==> src/rtl/ftdi_frame_scheduler.sv <==
// ftdi_frame_scheduler: round-robin arbiter sharing one FTDI byte channel
// between N_SRC 64-bit word sources. Each granted word is sent as a frame:
// SYNC_BYTE, header {seq, id}, then 8 data bytes MSB first.
// Optional macro FTDI_FRAME_CHECKSUM_EN appends an XOR checksum byte
// (header ^ data bytes) after the data bytes.
module ftdi_frame_scheduler #(
    parameter int          N_SRC     = 4,
    parameter logic [7:0]  SYNC_BYTE = 8'hA5
) (
    input  logic                  clk_pll,
    input  logic                  rst,
    input  logic [N_SRC-1:0]      src_req,
    input  logic [64*N_SRC-1:0]   src_data,
    output logic [N_SRC-1:0]      src_ack,
    input  logic                  ftdi_full,
    output logic                  ftdi_wr_en,
    output logic [7:0]            ftdi_data,
    output logic                  busy
);

`ifdef FTDI_FRAME_CHECKSUM_EN
    typedef enum logic [2:0] {IDLE, SYNC, HDR, DATA, CSUM} state_t;
`else
    typedef enum logic [2:0] {IDLE, SYNC, HDR, DATA} state_t;
`endif

    state_t             state, state_nxt;
    logic [63:0]        shreg;
    logic [2:0]         byte_cnt;
    logic [3:0]         seq;
    logic [3:0]         id;
    logic [3:0]         rr_ptr;
    logic [N_SRC-1:0]   ack_q;
    logic [7:0]         data_q;
    logic               accept;

    logic [3:0]         gnt, gnt_hi, gnt_lo;
    logic               hi_vld;
    logic [N_SRC-1:0]   gnt_oh;
`ifdef FTDI_FRAME_CHECKSUM_EN
    logic [7:0]         csum;
`endif

    // Round-robin pick: lowest requester at or above rr_ptr, else lowest overall
    always_comb begin
        gnt_hi = '0;
        gnt_lo = '0;
        hi_vld = 1'b0;
        for (int i = N_SRC - 1; i >= 0; i--) begin
            if (src_req[i]) begin
                gnt_lo = 4'(i);
                if (4'(i) >= rr_ptr) begin
                    gnt_hi = 4'(i);
                    hi_vld = 1'b1;
                end
            end
        end
        gnt    = hi_vld ? gnt_hi : gnt_lo;
        gnt_oh = '0;
        for (int i = 0; i < N_SRC; i++) begin
            if (4'(i) == gnt) gnt_oh[i] = 1'b1;
        end
    end

    // State register
    always_ff @(posedge clk_pll) begin
        if (rst) state <= IDLE;
        else     state <= state_nxt;
    end

    // Next state: advance only when the current byte is accepted
    always_comb begin
        state_nxt = state;
        accept    = (state != IDLE) && !ftdi_full;
        case (state)
            IDLE: if (|src_req) state_nxt = SYNC;
            SYNC: if (accept)   state_nxt = HDR;
            HDR:  if (accept)   state_nxt = DATA;
            DATA: if (accept && byte_cnt == 3'd7) begin
`ifdef FTDI_FRAME_CHECKSUM_EN
                state_nxt = CSUM;
`else
                state_nxt = IDLE;
`endif
            end
`ifdef FTDI_FRAME_CHECKSUM_EN
            CSUM: if (accept)   state_nxt = IDLE;
`endif
            default:            state_nxt = IDLE;
        endcase
    end

    // Datapath: capture word, load the byte register one step ahead of each state
    always_ff @(posedge clk_pll) begin
        if (rst) begin
            shreg    <= '0;
            byte_cnt <= '0;
            seq      <= '0;
            id       <= '0;
            rr_ptr   <= '0;
            ack_q    <= '0;
            data_q   <= '0;
`ifdef FTDI_FRAME_CHECKSUM_EN
            csum     <= '0;
`endif
        end else begin
            ack_q <= '0;
            case (state)
                IDLE: if (|src_req) begin
                    shreg    <= src_data[{gnt, 6'd0} +: 64];
                    ack_q    <= gnt_oh;
                    id       <= gnt;
                    rr_ptr   <= (gnt == 4'(N_SRC - 1)) ? 4'd0 : gnt + 4'd1;
                    data_q   <= SYNC_BYTE;
                    byte_cnt <= '0;
                end
                SYNC: if (accept) data_q <= {seq, id};
                HDR: if (accept) begin
                    data_q <= shreg[63:56];
                    shreg  <= shreg << 8;
`ifdef FTDI_FRAME_CHECKSUM_EN
                    csum   <= data_q;
`endif
                end
                DATA: if (accept) begin
`ifdef FTDI_FRAME_CHECKSUM_EN
                    csum <= csum ^ data_q;
`endif
                    if (byte_cnt == 3'd7) begin
`ifdef FTDI_FRAME_CHECKSUM_EN
                        data_q <= csum ^ data_q;
`else
                        data_q <= 8'h00;
                        seq    <= seq + 4'd1;
`endif
                    end else begin
                        data_q   <= shreg[63:56];
                        shreg    <= shreg << 8;
                        byte_cnt <= byte_cnt + 3'd1;
                    end
                end
`ifdef FTDI_FRAME_CHECKSUM_EN
                CSUM: if (accept) begin
                    data_q <= 8'h00;
                    seq    <= seq + 4'd1;
                end
`endif
                default: ;
            endcase
        end
    end

    assign ftdi_wr_en = accept;
    assign ftdi_data  = data_q;
    assign busy       = (state != IDLE);
    assign src_ack    = ack_q;

endmodule

==> config.mk <==
export PLATFORM = sky130hd
export DESIGN_NAME = ftdi_frame_scheduler
export DESIGN_NICKNAME = d
export VERILOG_FILES = /design/src/rtl/ftdi_frame_scheduler.sv
export SDC_FILE = /design/constraint.sdc
export NUM_CORES = 1
export LEC_CHECK = 0
export BUFFER_PORTS_ARGS = -buffer_cell sky130_fd_sc_hd__buf_2
export CAP_MARGIN = 0
export CORE_MARGIN = 2
export CORE_UTILIZATION = 52
export DETAILED_ROUTE_END_ITERATION = 8
export GPL_TIMING_DRIVEN = 0
export PLACE_DENSITY = 0.87
export SLEW_MARGIN = 10
export SYNTH_ARGS = -nofsm -noshare
export SYNTH_HDL_FRONTEND = slang
export SYNTH_SLANG_ARGS = --single-unit
==> constraint.sdc <==
create_clock -name clk_pll -period 3.5 [get_ports clk_pll]
set_input_delay 0.7 -clock clk_pll [delete_from_list [all_inputs] [get_ports clk_pll]]
set_output_delay 0.7 -clock clk_pll [all_outputs]
set_load 0.03 [all_outputs]
---- Yosys cells after proc, flatten, opt, wreduce, memory -nomap -nowiden ----
Cells that the tools add are included.
operators by class
  add/sub/neg operators ................... 3
  $lt $le $gt $ge ......................... 4
  eq/ne operators ......................... 14
  shifts and indexed selects .............. 1
  muxes and demuxes ....................... 46
  bitwise operators ....................... 2
  reductions and logical operators ........ 17
operators by type and width
  cell                                                                                count
  64-bit two-way mux                                                                  4
  256-bit by 11-bit indexed part select with 64-bit output                            1
  64-bit case mux with 3 select lines                                                 1
  4-bit two-way mux                                                                   11
  8-bit two-way mux                                                                   5
  8-bit case mux with 4 select lines                                                  1
  3-bit two-way mux                                                                   7
  1-bit two-way mux                                                                   12
  2-bit inequality test, second input constant                                        6
  3-bit case mux with 4 select lines                                                  1
  5-bit AND reduction                                                                 2
  4-bit by 1-bit adder with 4-bit output, second input constant                       2
  2-bit by 4-bit equality test with 1-bit output, first input constant                2
  1-bit by 4-bit greater-or-equal comparator with 1-bit output, first input constant  2
  2-bit by 4-bit greater-or-equal comparator with 1-bit output, first input constant  2
  4-bit AND reduction                                                                 2
  3-bit by 2-bit equality test with 1-bit output, second input constant               2
  2-bit two-way mux                                                                   3
  3-bit case mux with 2 select lines                                                  1
  3-bit nonzero test                                                                  2
  1-bit by 4-bit equality test with 1-bit output, first input constant                1
  4-bit by 2-bit equality test with 1-bit output, second input constant               1
  4-bit logical NOT                                                                   1
  4-bit nonzero test                                                                  1
  other kinds (12)                                                                    14
word-level totals
  register bits ........................... 94
  input port bits ......................... 263
  word-level logic and storage cells ...... 95

---- Logic depth before layout (Yosys ltp) ----
Gate-level depths: netlist of the first run.
  word-level depth ........................ 13
  gate-level depth with buffers ........... 11

---- Worst setup path before layout of the first run ----
OpenSTA, ideal clock, no wires.
  path kind ............................... reg2reg
  from .................................... register state[0]
  to ...................................... register shreg[33]
  setup time .............................. 157 ps
  arrival time ............................ 2603 ps
  required time ........................... 3343 ps
  slack ................................... 739 ps
  stages on the path, launching flop included .. 11
  buffers on the path ..................... 3
  clock period less this slack ............ 2761 ps
  path through ............................ dfxtp_1 -> inv_1 -> ha_1 -> clkbuf_1 -> nor2_1 -> nand2_1 -> a21oi_1 -> and3b_1 -> buf_2 -> clkbuf_1 -> a311oi_2
on the way
  longest elaborated chain between the ends .. 4
RTL lines
  item                               line  source
  start, declared                    27    state_t state, state_nxt;
  start signal, assigned             68    else state <= state_nxt;
  3-bit nonzero test (*)             74    accept = (state != IDLE) && !ftdi_full;
  1-bit logical AND (*)              74
  via ftdi_wr_en                     16    output logic ftdi_wr_en,
  2-bit inequality test (no line)    n/a
  5-bit AND reduction (no line) (*)  n/a
  end signal, assigned               110   shreg <= src_data[{gnt, 6'd0} +: 64];
  end signal, assigned               120   shreg <= shreg << 8;
  end signal, assigned               138   shreg <= shreg << 8;
  end, declared                      28    logic [63:0] shreg;
Mark *: on every way through the listed nets, which the timed path passes. The rest lies on a longest branch.
A chain may end at the register's enable or synchronous reset.

---- Final worst setup path of the first run ----
  from .................................... register state[0]
  to ...................................... register shreg[48]
on the way
  longest elaborated chain between the ends .. 4
RTL lines
  item                             line
  3-bit nonzero test               74
  1-bit logical AND                74
  2-bit inequality test (no line)  n/a
  5-bit AND reduction (no line)    n/a
Several ways; a longest one is shown, not always the timed one.

==> flow_summary_export.csv, run 1 <==
group,metric,value,unit
logic_synthesis,synth_area_per_cell,8.25,µm²
worst_setup_path,r2r_start,"state[0]$_SDFFE_PP0P_",
logic_synthesis,yosysTopAreaCellShare,29.2,%
power,ir_drop,0.533,mV
clock_network,postCtsSetupRepairBufs,0,
clock_network,htreeDepth,3,
route,via_count,6927,
clock_network,cts-root-buf,"clkbuf_16",
worst_setup_path,crit_path_top_delay_cell,"dfxtp_1",
place,gp_congestion,0.911,
worst_setup_path,worst-endpoint-arrival,3290,ps
timing,timing.hold.ws,481,ps
job,drv_cap,0,
route,remaining_drc_errors,0,
timing,tightest_slew,757,ps
clock_network,cts_made_buffers,9,
worst_setup_path,path_cells,"inv_1 -> ha_1 -> clkbuf_1 -> nor2_1 -> nand2_1 -> a21oi_1 -> and3b_1 -> buf_2 -> clkbuf_1 -> nor2_1 -> a311oi_2",
floorplanning,die_h,112,µm
global_route,antenna_found_initial,0,
floorplanning,floorplan.initialDensity,53.3,%
place,portBuffers,275,
floorplanning,core,0.0115,mm²
route,first_pass_iters,5,
timing,fin_crit,3060,ps
clock_network,cts.sinks,89,
clock_network,cts_resized,0,
clock_network,clk_path_buf_depth,2,
power,p_switching,0.00279,W
route,final_antenna_net_count,0,
route,vias_per_cell,5.90,
global_route,grt.overflow.total,0,
finish,nets,1302,
clock_network,cts_tree,"yes",
global_route,grt_pass1_wl,32000,µm
hold_path,hold_path_class,"flop to flop",
logic_synthesis,netlist_top_cells_area,"dfxtp_1 (29%), mux2i_1 (10%), a211o_1 (8.0%)",
power,leakage,4.00,nW
route,wl,20800,µm
worst_setup_path,endpoint_kind,"flop",
finish,antenna_cells,0,
worst_setup_path,crit_path_start_kind,"flop",
power,total_power,0.00629,W
finish,fin_cells,1175,
logic_synthesis,synth_cell_type_count,41,
floorplanning,io_pins,277,
timing,rsz0062_at_grt,"false",
worst_setup_path,required,3730,ps
route,wl_per_cell,17.7,µm
floorplanning,num_rows,39,
logic_synthesis,yosysSeqAreaShare,29.2,%
finish,n_fill_cell,992,
global_route,grt_pass1_vias,6681,
global_route,grt_max_degree,16,
floorplanning,die_w,112,µm
worst_setup_path,critical_path_class,"flop to flop",
clock_network,holdBufCountCts,0,
logic_synthesis,synthFlopType,"dfxtp_1",
route,drt_iter0_drc,435,
logic_synthesis,syn_inst,741,
timing,slew_violations,0,
timing,setup_viol,0,
power,power_density,787,mW/mm²
power,p_sw_share,44.4,%
worst_setup_path,cp_num_buf_inv,4,
worst_setup_path,path_max_fanout,10,
timing,period_share,87.5,%
logic_synthesis,synth.yosys.warnings,0,
logic_synthesis,netlist_area,0.00611,mm²
timing,fmax,326,MHz
timing,fin_tns_setup,0,ps
clock_network,clk_latency,340,ps
worst_setup_path,crit_start,"state[0]$_SDFFE_PP0P_",
power,seq_power_share,25.3,%
outcome,status,"completed",
logic_synthesis,yosys_register_bits,89,
logic_synthesis,synth_edf_count,0,
place,dp_hpwl,16200,µm
place,dp.cells,1159,
clock_network,path_clk_slew,60,ps
hold_path,hp-start,"shreg[43]$_SDFFE_PP0P_",
power,comb_power_share,58.2,%
finish,drive_gt1_share,32.3,%
timing,skew,10.5,ps
logic_synthesis,postSynthNetCount,1016,
global_route,track_usage,31.2,%
worst_setup_path,crit_family,"buffers and inverters",
timing,hold_viol,0,
floorplanning,die_area,0.0126,mm²
finish,area_growth,30.7,%
logic_synthesis,yosys.area.top_type,"dfxtp_1",
power,power_frac_clock,16.6,%
logic_synthesis,ys_async_sr_fraction,0,%
timing,relSlewSlack,49.6,%
power,p_int,0.00349,W
worst_setup_path,slowest_delay,430,ps
[cells by family (layout without fill, tap and decap cells)]
logic type      count (synthesis)  count (layout)  share of synthesized area (%)
buf+inv                        89             380                           6.90
mux                            64              64                           10.5
compound gates                203             203                           29.3
xor+xnor                        3               3                          0.430
flops                          89              89                           29.2
simple gates                  281             281                           21.3
fa+ha+maj                      12              12                           2.46
[path summary, 6_finish.rpt]
path / endpoint / slack, ps / cells past startpoint
setup / recovery: shreg[48]$_SDFFE_PP0P_ / 440 / 11
hold reg to reg: shreg[51]$_SDFFE_PP0P_ / 480 / 2
hold / removal: shreg[51]$_SDFFE_PP0P_ / 480 / 2
setup reg to reg: shreg[48]$_SDFFE_PP0P_ / 440 / 11
[registers in the layout, indices dropped and copies added, names as in the netlist]
signal and cells:
byte_cnt 3, id 2, shreg 64, state 2, src_ack 4, rr_ptr 2, seq 4, ftdi_data 8
[layer usage]
layer,wire [µm],vias to the layer above,track usage (%)
li1,-,3347,-
met1,8470,3255,38.2
met2,10700,294,58.1
met3,1260,31,4.37
met4,357,0,6.67
met5,0,-,0
[worst reg2reg max path, stage by stage (launching register included)]
cell	delay, ps
dfxtp_1	430
inv_1	90
ha_1	200
clkbuf_1	210
nor2_1	320
nand2_1	90
a21oi_1	250
and3b_1	250
buf_2	230
clkbuf_1	430
nor2_1	140
a311oi_2	330
[synthesized netlist by cell type, types with 12 or more instances]
cell      count
nand2_1      93
ha_1         12
a311oi_1     36
a311oi_2     20
nand3_1      16
and3_1       57
a211oi_1     57
nor2_1       85
dfxtp_1      89
clkbuf_1     62
a211o_1      56
mux2i_1      64
[stage by stage]
step	area [µm²]	setup slack [ps]	util, %
6_report	7990	437	69.6
5_1_grt	7990	269	69.6
4_1_cts	7990	540	69.6
3_3_place_gp	7670	528	66.9
3_5_place_dp	7670	463	66.9
2_1_floorplan	6110	739	-
[cells in the final DEF (no fill, tap or decap), types with 4 or more instances in the layout]
cell | synthesis | routed
and2_1 | 7 | 7
a21oi_1 | 8 | 8
mux2i_1 | 64 | 64
nor3b_1 | 8 | 8
dfxtp_1 | 89 | 89
a211o_1 | 56 | 56
clkbuf_1 | 62 | 63
a311oi_1 | 36 | 36
buf_4 | 6 | 6
clkbuf_16 | 0 | 9
inv_1 | 5 | 5
and3_1 | 57 | 57
nor2_1 | 85 | 85
nand2_1 | 93 | 93
a22oi_1 | 5 | 5
ha_1 | 12 | 12
nor3_1 | 4 | 4
a41o_1 | 8 | 8
a211oi_1 | 57 | 57
nand3_1 | 16 | 16
a311oi_2 | 20 | 20
buf_2 | 7 | 282
nand2b_1 | 4 | 4
o21ai_0 | 4 | 4
[power groups by stage]
| stage | Combinational [W] | Clock [W] | Sequential (W) |
|---|---|---|---|
| floorplan | 0.00263 | 0 | 0.00159 |
| global placement | 0.00353 | 0 | 0.00158 |
| detailed placement | 0.00359 | 0 | 0.00159 |
| CTS | 0.00361 | 0.00104 | 0.00158 |
| global route | 0.00395 | 0.00107 | 0.00162 |
| finish | 0.00366 | 0.00104 | 0.00159 |
[final cells by class]
type / count / area, µm² / share of cell area, %
multi-input cells: 563 / 3910 / 48.9
well taps: 143 / 179 / 2.24
plain buffers: 82 / 394 / 4.93
clock buffers: 10 / 229 / 2.87
inverters: 7 / 27.5 / 0.345
flip-flops and latches: 89 / 1780 / 22.3
repair buffers: 275 / 1380 / 17.2
clock inverters: 6 / 91.3 / 1.14
No activity file was read; power rests on OpenSTA's default activity.
==> inputs of run 2 (changes only) <==
Settings changed: CORE_UTILIZATION 52 to 53, CTS_BUF_LIST set to sky130_fd_sc_hd__clkbuf_2 sky130_fd_sc_hd__clkbuf_4 sky130_fd_sc_hd__clkbuf_8, PLACE_DENSITY 0.87 to 0.89.
==> flow_summary_export.csv, run 2 (same netlist as run 1, synthesis figures left out) <==
group,metric,value,unit
clock_network,htreeDepth,3,
finish,nets,1302,
finish,regMostFlops,"shreg",
timing,tightest_slew,870,ps
global_route,grt_use_met1,38.3,%
global_route,grt_util_met3,5.39,%
floorplanning,floorplan.initialDensity,54.0,%
timing,rsz0062_at_grt,"false",
floorplanning,io_pins,277,
clock_network,path_clk_slew,100,ps
worst_setup_path,critical_path_class,"flop to flop",
global_route,grt_pass1_vias,6737,
finish,area_growth,28.6,%
hold_path,hold_path_class,"flop to flop",
global_route,track_usage,32.1,%
timing,hold_viol,0,
worst_setup_path,crit_path_top_delay_cell,"dfxtp_1",
route,remaining_drc_errors,0,
clock_network,holdBufCountCts,0,
power,total_power,0.00596,W
worst_setup_path,path_cells,"inv_1 -> ha_1 -> clkbuf_1 -> nor2_1 -> nand2_1 -> a21oi_1 -> and3b_1 -> buf_2 -> clkbuf_1 -> nor2_1 -> a311oi_1",
worst_setup_path,endpoint_kind,"flop",
finish,final_common_cell,"buf_2",
floorplanning,num_rows,39,
global_route,antenna_found_initial,0,
clock_network,cts_resized,0,
floorplanning,die_h,111,µm
power,leakage,3.95,nW
floorplanning,die_w,111,µm
route,wl_per_cell,17.6,µm
power,power_density,758,mW/mm²
clock_network,cts_tree,"yes",
floorplanning,die_area,0.0124,mm²
job,drv_cap,0,
global_route,top_usage_layer,"met2",
global_route,grt_max_degree,16,
route,drt_iter0_drc,476,
floorplanning,core,0.0113,mm²
timing,setup_viol,0,
place,portBuffers,275,
finish,mostFrequentLayoutCells,"buf_2 (282), nand2_1 (93), dfxtp_1 (89)",
worst_setup_path,slowest_delay,430,ps
place,gp_congestion,0.914,
finish,final_core_util,69.4,%
timing,worst_slack,532,ps
route,first_pass_iters,6,
clock_network,cts.sinks,89,
global_route,grt_pass1_wl,32500,µm
worst_setup_path,worst-endpoint-arrival,3220,ps
finish,largest_reg_flops,64,
worst_setup_path,required,3750,ps
route,wl,20700,µm
route,via_count,7046,
place,dp_hpwl,16200,µm
clock_network,clk_latency,360,ps
power,ir_drop,0.402,mV
timing,skew,13.4,ps
route,vias_per_cell,6.00,
worst_setup_path,path_max_fanout,10,
timing,period_share,84.8,%
global_route,met2_usage,58.4,%
finish,drive_gt1_share,32.4,%
clock_network,clk_path_buf_depth,2,
outcome,status,"completed",
place,dp_slack,444,ps
finish,antenna_cells,0,
global_route,grt.overflow.total,0,
timing,slew_violations,0,
timing,fmax,337,MHz
worst_setup_path,crit_path_start_kind,"flop",
timing,relSlewSlack,42.0,%
clock_network,postCtsSetupRepairBufs,0,
clock_network,cts_made_buffers,9,
clock_network,cts-root-buf,"clkbuf_8",
timing,fin_crit,2970,ps
timing,fin_tns_setup,0,ps
route,final_antenna_net_count,0,
-- run 2: cell count changes in the layout (fill, tap and decap cells not counted), sizes merged --
| cell | change |
|---|---|
| bufinv | -1 |
| clkinvlp | -2 |
| clkbuf | -1 |
| clkinv | +4 |
-- run 2: metrics by stage --
stage	instances	instance area, µm²	hold slack (ps)
6_report	1175	7860	480
5_1_grt	1175	7860	511
4_1_cts	1175	7860	479
3_5_place_dp	1159	7670	466
3_3_place_gp	1159	7670	453
2_1_floorplan	741	6110	451
-- run 2: final cells by class --
class / instances / area [µm²]
fill: 999 / 3460
multi-input combinational: 563 / 3910
sequential: 89 / 1780
buffer: 82 / 394
inverter: 7 / 27.5
timing repair buffer: 275 / 1380
clock buffer: 9 / 124
clock inverter: 7 / 70.1
tap: 143 / 179
-- run 2: final timing paths --
| check | start | endpoint | slack (ps) | cells past startpoint |
|---|---|---|---|---|
| max | state[0]$_SDFFE_PP0P_ | shreg[50]$_SDFFE_PP0P_ | 530 | 11 |
| min | ftdi_data[3]$_SDFFE_PP0P_ | ftdi_data[3]$_SDFFE_PP0P_ | 480 | 2 |
| max reg2reg | state[0]$_SDFFE_PP0P_ | shreg[50]$_SDFFE_PP0P_ | 530 | 11 |
| min reg2reg | ftdi_data[3]$_SDFFE_PP0P_ | ftdi_data[3]$_SDFFE_PP0P_ | 480 | 2 |
-- run 2: where the power goes --
group          internal [W]  leakage [nW]  switching, W
Combinational       0.00150          3.12       0.00217
Clock              0.000330        0.0994      0.000385
Sequential          0.00137         0.737      0.000204
-- run 2: routing by layer --
metal	vias up	part of all wire (%)
met4	0	2.9
met1	3289	39
met2	347	51
met3	58	7.1
li1	3352	-
met5	-	0
-- run 2: critical path: cells and delay by family, from the launching register on --
| kind | cells | cell delay (ps) |
|---|---|---|
| flops | 1 | 430 |
| compound gates | 2 | 530 |
| buf+inv | 4 | 930 |
| fa+ha+maj | 1 | 190 |
| simple gates | 4 | 760 |
==> inputs of run 3 (changes only) <==
Settings changed: CORE_UTILIZATION 53 to 49, PLACE_DENSITY 0.89 to 0.83.
Clock period 3.5 ns to 2.93 ns, I/O delays scaled along.
==> flow_summary_export.csv, run 3 (same netlist as run 1, synthesis figures left out) <==
group,metric,value,unit
clock_network,cts-root-buf,"clkbuf_8",
clock_network,holdBufCountCts,0,
finish,fin_cells,1199,
clock_network,htreeDepth,3,
clock_network,cts_tree,"yes",
clock_network,cts_made_buffers,9,
timing,period_share,92.7,%
finish,nets,1302,
power,power_density,894,mW/mm²
finish,regMostFlops,"shreg",
floorplanning,io_pins,277,
hold_path,hp-start,"ftdi_data[3]$_SDFFE_PP0P_",
worst_setup_path,required,3140,ps
power,leakage,3.96,nW
place,portBuffers,275,
floorplanning,floorplan.initialDensity,50.5,%
timing,fin_crit,2720,ps
worst_setup_path,endpoint_kind,"flop",
finish,drive_gt1_share,33.4,%
timing,relSlewSlack,48.9,%
global_route,grt_pass1_wl,31300,µm
route,via_count,6893,
global_route,met2_usage,54.2,%
place,dp.cells,1184,
route,first_pass_iters,7,
hold_path,hold_path_end,"ftdi_data[3]$_SDFFE_PP0P_",
finish,mostFrequentLayoutCells,"buf_2 (282), nand2_1 (93), dfxtp_1 (89)",
place,gp_congestion,0.888,
job,drv_cap,0,
finish,antenna_cells,0,
global_route,grt_max_degree,16,
timing,skew,9.76,ps
floorplanning,die_h,116,µm
clock_network,clk_path_buf_depth,2,
timing,setup_viol,0,
global_route,grt_pass1_vias,6519,
route,remaining_drc_errors,0,
clock_network,clk_latency,360,ps
worst_setup_path,path_max_fanout,10,
worst_setup_path,worst-endpoint-arrival,2920,ps
global_route,grt.overflow.total,0,
timing,tightest_slew,759,ps
hold_path,hold_path_class,"flop to flop",
timing,rsz0062_at_grt,"false",
worst_setup_path,r2r-end,"shreg[10]$_SDFFE_PP0P_",
worst_setup_path,r2r_slack,210,ps
timing,slew_violations,0,
timing,fin_tns_setup,0,ps
floorplanning,num_rows,40,
floorplanning,core,0.0121,mm²
global_route,track_usage,29.8,%
clock_network,path_clk_slew,90,ps
place,dp_hpwl,16400,µm
global_route,grt_util_met3,4.60,%
floorplanning,die_w,116,µm
outcome,status,"completed",
timing,hold_viol,0,
global_route,grt_use_met1,36.8,%
global_route,antenna_found_initial,0,
worst_setup_path,crit_path_start_kind,"flop",
power,ir_drop,0.441,mV
clock_network,cts.sinks,89,
floorplanning,die_area,0.0134,mm²
route,final_antenna_net_count,0,
timing,fmax,368,MHz
worst_setup_path,critical_path_class,"flop to flop",
worst_setup_path,rr_worst_depth,10,
worst_setup_path,r2r_start,"state[0]$_SDFFE_PP0P_",
finish,final_common_cell,"buf_2",
route,wl,20800,µm
finish,largest_reg_flops,64,
hold_path,hold-path-cell-count,2,
route,vias_per_cell,5.75,
route,wl_per_cell,17.4,µm
finish,area_growth,29.0,%
route,drt_iter0_drc,528,
global_route,top_usage_layer,"met2",
==> run 3: what timing repair did <==
item	in CTS	in global routing
setup buffers	0	0
gates resized for setup	0	22
setup endpoints to repair	0	61
endpoints found under the hold margin	0	0
==> run 3: layout make-up <==
cell class,instances,area (µm²)
fill,1111,4230
multi-input combinational,563,3910
sequential,89,1780
timing repair buffer,275,1380
buffer,82,407
tap,168,210
clock buffer,9,124
clock inverter,6,45.0
inverter,7,27.5
==> run 3: how the worst max path moves through the flow <==
stage / from / endpoint / slack [ps] / cells past startpoint
2_1_floorplan: state[0]$_SDFFE_PP0P_ / shreg[33]$_SDFFE_PP0P_ / 170 / 10
3_3_place_gp: src_req[0] / shreg[14]$_SDFFE_PP0P_ / 50 / 10
3_5_place_dp: src_req[0] / shreg[10]$_SDFFE_PP0P_ / -20 / 10
4_1_cts: state[0]$_SDFFE_PP0P_ / shreg[44]$_SDFFE_PP0P_ / 20 / 10
5_1_grt: state[0]$_SDFFE_PP0P_ / shreg[10]$_SDFFE_PP0P_ / 50 / 10
6_report: state[0]$_SDFFE_PP0P_ / shreg[10]$_SDFFE_PP0P_ / 210 / 10
==> run 3: power by group <==
group	switching [W]	leakage (nW)	internal [W]
logic	0.00259	3.15	0.00181
registers	0.000250	0.737	0.00164
clock network	0.000455	0.0777	0.000306
total	0.00330	3.96	0.00375
==> run 3: stage by stage <==
stage	hold slack [ps]	total power, W	setup WS [ps]	util, %	cell area [µm²]
detailed placement	465	0.00621	-17.0	63.6	7700
finish	478	0.00705	214	65.1	7880
floorplan	451	0.00504	169	-	6110
global route	505	0.00748	51.7	65.1	7880
CTS	479	0.00696	20.9	64.9	7870
global placement	455	0.00614	49.0	63.6	7700
==> run 3: routing by layer <==
| metal | up-vias | share of wire, % |
|---|---|---|
| met5 | - | 0 |
| met4 | 0 | 1.8 |
| met3 | 29 | 6.6 |
| met2 | 307 | 51 |
| met1 | 3212 | 41 |
| li1 | 3345 | - |
==> run 3: critical path, stage by stage, from the launching register on <==
cell	delay, ps
dfxtp_1	420
inv_1	100
ha_1	200
clkbuf_1	230
nor2_2	290
nand2_1	80
a21oi_1	190
and3b_1	220
buf_2	220
buf_1	420
a311oi_1	180
